`config.mk`:
```
export PLATFORM = sky130hd
export DESIGN_NAME = controle_escrita_entrada
export DESIGN_NICKNAME = d
export VERILOG_FILES = /design/src/rtl/controle_escrita_entrada.sv
export SDC_FILE = /design/constraint.sdc
export NUM_CORES = 1
export LEC_CHECK = 0
export BUFFER_PORTS_ARGS = -buffer_cell sky130_fd_sc_hd__clkbuf_2
export CAP_MARGIN = 40
export CORE_AREA = 2 2 65 92
export DETAILED_ROUTE_END_ITERATION = 10
export DIE_AREA = 0 0 67 94
export PLACE_DENSITY = 0.73
export RECOVER_POWER = 25
export SETUP_SLACK_MARGIN = 0.2
export SYNTH_ARGS = -nofsm -noshare
export SYNTH_HDL_FRONTEND = slang
export SYNTH_SLANG_ARGS = --single-unit
```
`constraint.sdc`:
```
create_clock -name clock -period 2.6 [get_ports clock]
set_input_delay 0.52 -clock clock [delete_from_list [all_inputs] [get_ports clock]]
set_output_delay 0.52 -clock clock [all_outputs]
set_load 0.05 [all_outputs]
```
`src/rtl/controle_escrita_entrada.sv`:
```
// ----------------------------------------------------------------------------
// controle_escrita_entrada
//
// Write-back controller for the register file of a simple single-cycle CPU.
// It decides when the register file is written and from which source. ALU
// results are written immediately. Loads from memory wait for the data-memory
// latency. Input instructions freeze the CPU until the user confirms the
// switch value with a debounced push of the confirm button.
//
// Parameters
//   LATENCIA_MEM        extra read-latency cycles of the data memory (0..15)
//   N_DEBOUNCE          stable cycles needed to accept a button level (1..65535)
//
// Ports
//   clock               sole clock, rising edge
//   reset               asynchronous reset, active low
//   instr_valida        current instruction is valid
//   escrita_solicitada  decoder requests a register-file write
//   tipo_escrita        write source: 0 ULA, 1 memoria, 2 entrada, 3 none
//   botao_entrada       raw asynchronous confirm button, active high
//   chaves              switch value read by an input instruction
//   mux_ESCRITA         write-back source select (never 3)
//   escrita_reg         register-file write enable
//   congela_pc          holds PC and instruction while 1
//   dado_entrada        latched switch value, zero-extended to 32 bits
//   aguardando_entrada  waiting-for-user indicator (LED)
// ----------------------------------------------------------------------------
module controle_escrita_entrada #(
    parameter int LATENCIA_MEM = 1,
    parameter int N_DEBOUNCE   = 1000
) (
    input  logic        clock,
    input  logic        reset,
    input  logic        instr_valida,
    input  logic        escrita_solicitada,
    input  logic [1:0]  tipo_escrita,
    input  logic        botao_entrada,
    input  logic [15:0] chaves,
    output logic [1:0]  mux_ESCRITA,
    output logic        escrita_reg,
    output logic        congela_pc,
    output logic [31:0] dado_entrada,
    output logic        aguardando_entrada
);

    typedef enum logic [1:0] {
        EXECUTA,
        ESPERA_MEM,
        ESPERA_ENTRADA,
        ESCREVE_ENTRADA
    } estado_t;

    localparam logic [3:0]  LAT_CARGA  = 4'(LATENCIA_MEM);
    localparam logic [15:0] DEB_LIMITE = 16'(N_DEBOUNCE - 1);

    estado_t     estado_q, estado_d;
    logic [3:0]  latCnt_q, latCnt_d;
    logic        sync1_q, sync2_q;
    logic        debLevel_q, debLevel_d;
    logic [15:0] debCnt_q, debCnt_d;
    logic [31:0] dado_q, dado_d;
    logic        subidaDeb;
    logic        req;

    // Two-flop synchronizer for the asynchronous button.
    always_ff @(posedge clock or negedge reset) begin
        if (!reset) begin
            sync1_q <= 1'b0;
            sync2_q <= 1'b0;
        end else begin
            sync1_q <= botao_entrada;
            sync2_q <= sync1_q;
        end
    end

    // Debounce: the accepted level flips only after N_DEBOUNCE consecutive
    // cycles of the opposite synchronized value. Any return to the current
    // level restarts the count. The rising edge is flagged in the same cycle
    // in which the level is about to flip, so the switches are sampled then.
    always_comb begin
        debCnt_d   = debCnt_q;
        debLevel_d = debLevel_q;
        subidaDeb  = 1'b0;
        if (sync2_q == debLevel_q) begin
            debCnt_d = '0;
        end else if (debCnt_q == DEB_LIMITE) begin
            debLevel_d = sync2_q;
            debCnt_d   = '0;
            subidaDeb  = sync2_q;
        end else begin
            debCnt_d = debCnt_q + 16'd1;
        end
    end

    always_ff @(posedge clock or negedge reset) begin
        if (!reset) begin
            debLevel_q <= 1'b0;
            debCnt_q   <= '0;
        end else begin
            debLevel_q <= debLevel_d;
            debCnt_q   <= debCnt_d;
        end
    end

    assign req = instr_valida & escrita_solicitada & (tipo_escrita != 2'd3);

    // Next state and outputs. Instruction inputs are looked at only in
    // EXECUTA; the wait states ignore them because the instruction is frozen.
    // Debounced edges seen outside ESPERA_ENTRADA are simply dropped, so a
    // button already held on entry needs a release and a new press.
    // All outputs are forced low while reset is asserted, including the
    // combinational ALU write path, so an aborted wait never pulses a write.
    always_comb begin
        estado_d           = estado_q;
        latCnt_d           = latCnt_q;
        dado_d             = dado_q;
        mux_ESCRITA        = 2'd0;
        escrita_reg        = 1'b0;
        congela_pc         = 1'b0;
        aguardando_entrada = 1'b0;

        unique case (estado_q)
            EXECUTA: begin
                if (req) begin
                    case (tipo_escrita)
                        2'd0: begin
                            escrita_reg = 1'b1;
                        end
                        2'd1: begin
                            mux_ESCRITA = 2'd1;
                            if (LATENCIA_MEM == 0) begin
                                escrita_reg = 1'b1;
                            end else begin
                                congela_pc = 1'b1;
                                latCnt_d   = LAT_CARGA;
                                estado_d   = ESPERA_MEM;
                            end
                        end
                        2'd2: begin
                            mux_ESCRITA = 2'd2;
                            congela_pc  = 1'b1;
                            estado_d    = ESPERA_ENTRADA;
                        end
                        default: begin
                        end
                    endcase
                end
            end
            ESPERA_MEM: begin
                mux_ESCRITA = 2'd1;
                latCnt_d    = latCnt_q - 4'd1;
                if (latCnt_q <= 4'd1) begin
                    escrita_reg = 1'b1;
                    latCnt_d    = '0;
                    estado_d    = EXECUTA;
                end else begin
                    congela_pc = 1'b1;
                end
            end
            ESPERA_ENTRADA: begin
                mux_ESCRITA        = 2'd2;
                congela_pc         = 1'b1;
                aguardando_entrada = 1'b1;
                if (subidaDeb) begin
                    dado_d   = {16'b0, chaves};
                    estado_d = ESCREVE_ENTRADA;
                end
            end
            ESCREVE_ENTRADA: begin
                mux_ESCRITA = 2'd2;
                escrita_reg = 1'b1;
                estado_d    = EXECUTA;
            end
            default: begin
                estado_d = EXECUTA;
            end
        endcase

        if (!reset) begin
            mux_ESCRITA        = 2'd0;
            escrita_reg        = 1'b0;
            congela_pc         = 1'b0;
            aguardando_entrada = 1'b0;
        end
    end

    // FSM state, load-latency counter and latched input value.
    always_ff @(posedge clock or negedge reset) begin
        if (!reset) begin
            estado_q <= EXECUTA;
            latCnt_q <= '0;
            dado_q   <= '0;
        end else begin
            estado_q <= estado_d;
            latCnt_q <= latCnt_d;
            dado_q   <= dado_d;
        end
    end

    assign dado_entrada = dado_q;

endmodule

```
==> reports/metrics.cfg <==
[floorplan]
die_w_um = 67
initial_utilization_pct = 39.11
dieArea_sq_um = 6298
die_height_um = 94
io_pins = 60
rows = 32
coreArea_sq_um = 5445

[placement]
dpl.cell_count = 300
dpl_worst_slack_ps = 293.6
dp_hpwl_um = 2583
place.gp.congestion = 0.7838
io_buffers = 43
dpl_cell_area_sq_um = 2346

[critical_path]
cp_max_fo = 5
cp_num_buf_inv = 3
rr_startpoint = debCnt_q[0]$_DFF_PN0_
crit_chain = inv_1 -> ha_1 -> nor2_2 -> nor3_1 -> buf_4 -> o21ai_0 -> a21boi_1 -> buf_4
cp-end-kind = output port
crit_path_start = latCnt_q[1]$_DFFE_PN0P_
slowest_stage = dfrtp_1
critical_path.top_delay_family = buffers and inverters
crit_arrival_ps = 1760
startpoint_type = flip-flop
crit_required_ps = 2080
slowest_delay_ps = 380
cpMostUsedCell = buf_4
crit_type = flip-flop to output port

[global_routing]
grt_overflow = 0
grtUsageTotal_pct = 12.18
first_global_vias = 1298
grt_pass1_wl_um = 5871
grt_antenna_before_repair = 0
grt_start_max_net_pins = 34

[logic_synthesis]
synth_area_per_cell_sq_um = 11.09
ys.flop_type = dfrtp_1
synthArstFlopShare_pct = 100.0
ys_seq_area_share_pct = 48.18
synthDistinctLibCells = 42
yosysWarnings = 0
synth_edf_count = 0
synth_area_sq_um = 2130
synth_cells = 192
synth-seq-cells = 41

[route]
vias = 1499
drc = 0
ant_nets = 0
drt-total-wl_um = 3468
drt_iter0_drc = 19
vias_per_cell = 4.835
drt_first_pass_iters = 4
wl_per_cell_um = 11.19

[power_and_ir_drop]
switchingPower_mw = 0.5058
clockPowerShare_pct = 26.3
finalPower_mw = 1.530
power_frac_comb_pct = 26.2
power.share.sequential_pct = 47.5
pwr_density_cell_nw_per_um2 = 622.9
p_sw_share_pct = 33.06
power.internal_mw = 1.024
ir_worst_vdd_v = 0.0003465
total_leakage_power_nw = 1.243

[sta]
setup_tns_ps = 0
worst_hold_slack_ps = 206.8
timing.final.crit_share_pct = 87.69
tightestPinTransition_ps = 774.3
fin_crit_ps = 2280
skew_ps = 2.980
drv_slew = 0
hold_viol = 0
setup_viol_count_final = 0
rsz0062_at_grt = yes
max_clock_freq_mhz = 438.6
worst_slack_ps = 320.0
relSlewSlack_pct = 48.38

[layout]
nNetsFinal = 272
multi_input_area_sq_um = 980.9
fin_util_pct = 45.11
instances_no_fill = 310
ff_latch_area_sq_um = 1026
n_fill_cell = 525
layout-drive-gt1-share_pct = 32.23
n_antenna_cell = 0
syn2layout_area_growth_pct = 15.34
design_area_sq_um = 2456

[clocking]
postCtsHoldBufs = 0
clock_path_buffers = 2
path_clk_slew_ps = 80
cts_buffers = 5
cts_tree = built
clock_sinks = 41
clockRootBuffer = clkbuf_8
htreeDepth = 2
clk-insertion-delay-late_ps = 290

[run]
maxCapViolations = 0

[min_path]
hold_class = input pin to asynchronous set/reset pin

[run_status]
status = finished, final reports clean

-- area by class of cell --
| class | instances | share of cell area (%) |
|---|---|---|
| well taps | 68 | 3.464 |
| clock buffers | 6 | 2.955 |
| inverters | 7 | 1.070 |
| multi-input cells | 139 | 39.94 |
| repair buffers | 47 | 10.19 |
| flip-flops and latches | 41 | 41.77 |
| clock inverters | 2 | 0.6113 |
-- kinds of logic after synthesis --
| family | share of synthesized area, % |
|---|---|
| adders and majority gates | 4.701 |
| buffers and inverters | 8.519 |
| muxes | 8.989 |
| DFF | 48.18 |
| xor gates and xnor gates | 6.169 |
| and+or+nand+nor | 18.21 |
| AOI/OAI and AO/OA | 5.054 |
| other | 0.1761 |
-- path summary, 6_finish.rpt --
check	end	slack, ps	depth (start not counted)
min in group clock	sync1_q$_DFF_PN0_	330	1
max in group asynchronous	sync2_q$_DFF_PN0_	1220	2
max	escrita_reg	320	8
min reg2reg	sync2_q$_DFF_PN0_	370	0
max reg2reg	dado_entrada[7]$_DFFE_PN0P_	530	5
min	latCnt_q[2]$_DFFE_PN0P_	210	1
-- cell usage after synthesis, types with 2 or more instances --
library cell	n	area (sq um)
a21oi_1	4	20.02
and2_1	3	18.77
and3_1	3	18.77
and4_1	2	17.52
and4b_1	2	20.02
buf_4	16	120.1
dfrtp_1	41	1026
ha_1	8	100.1
inv_1	7	26.28
mux2_2	17	191.4
nand2_1	6	22.52
nand3_1	3	15.01
nand4_1	5	31.28
nand4_2	2	25.02
nor2_1	21	78.83
nor2b_1	2	12.51
nor3_1	4	20.02
nor4_1	5	31.28
o21ai_0	4	20.02
or4_1	2	15.01
xnor2_1	9	78.83
xor2_1	6	52.55
-- power groups by stage --
| stage | registers, mW | clock network [mW] | logic [mW] |
|---|---|---|---|
| after floorplan | 0.718 | 0 | 0.303 |
| after global placement | 0.741 | 0 | 0.362 |
| after detailed placement | 0.742 | 0 | 0.365 |
| after CTS | 0.730 | 0.421 | 0.369 |
| after global routing | 0.737 | 0.447 | 0.449 |
| final | 0.727 | 0.402 | 0.401 |
-- placed cells by master, fill, tap and decap left out, drive strengths merged, types with 7 or more instances in the layout --
master and n:
mux2 17, clkbuf 48, dfrtp 41, nor2 22, xnor2 9, ha 8
nand4 7, inv 7, conb 16
-- sequential cells by signal, indices dropped and copies added (netlist names) --
register and count:
dado_entrada 16, estado_q 2, latCnt_q 4, sync1_q 1, debLevel_q 1, sync2_q 1, debCnt_q 16
-- worst reg2reg max path, stage by stage (launching register included) --
cell     delay [ps]
dfrtp_1         390
ha_1            270
and4_1          270
nand4_2         190
nor2_4          440
mux2_2          400
-- routing by layer --
layer / vias up / global-route usage (%) / wire, um
met5: - / 0 / 0
met4: 0 / 6.633 / 78
met3: 6 / 2.878 / 178
met2: 43 / 19.97 / 1798
met1: 719 / 14.39 / 1413
li1: 731 / - / -
-- repair_timing --
item                       4_1_cts  5_1_grt
resized for setup                1        6
setup buffers                    0        2
pin swaps                        0        0
setup endpoints to repair        1        2
Note: power is estimated with default switching activity, not from simulation.
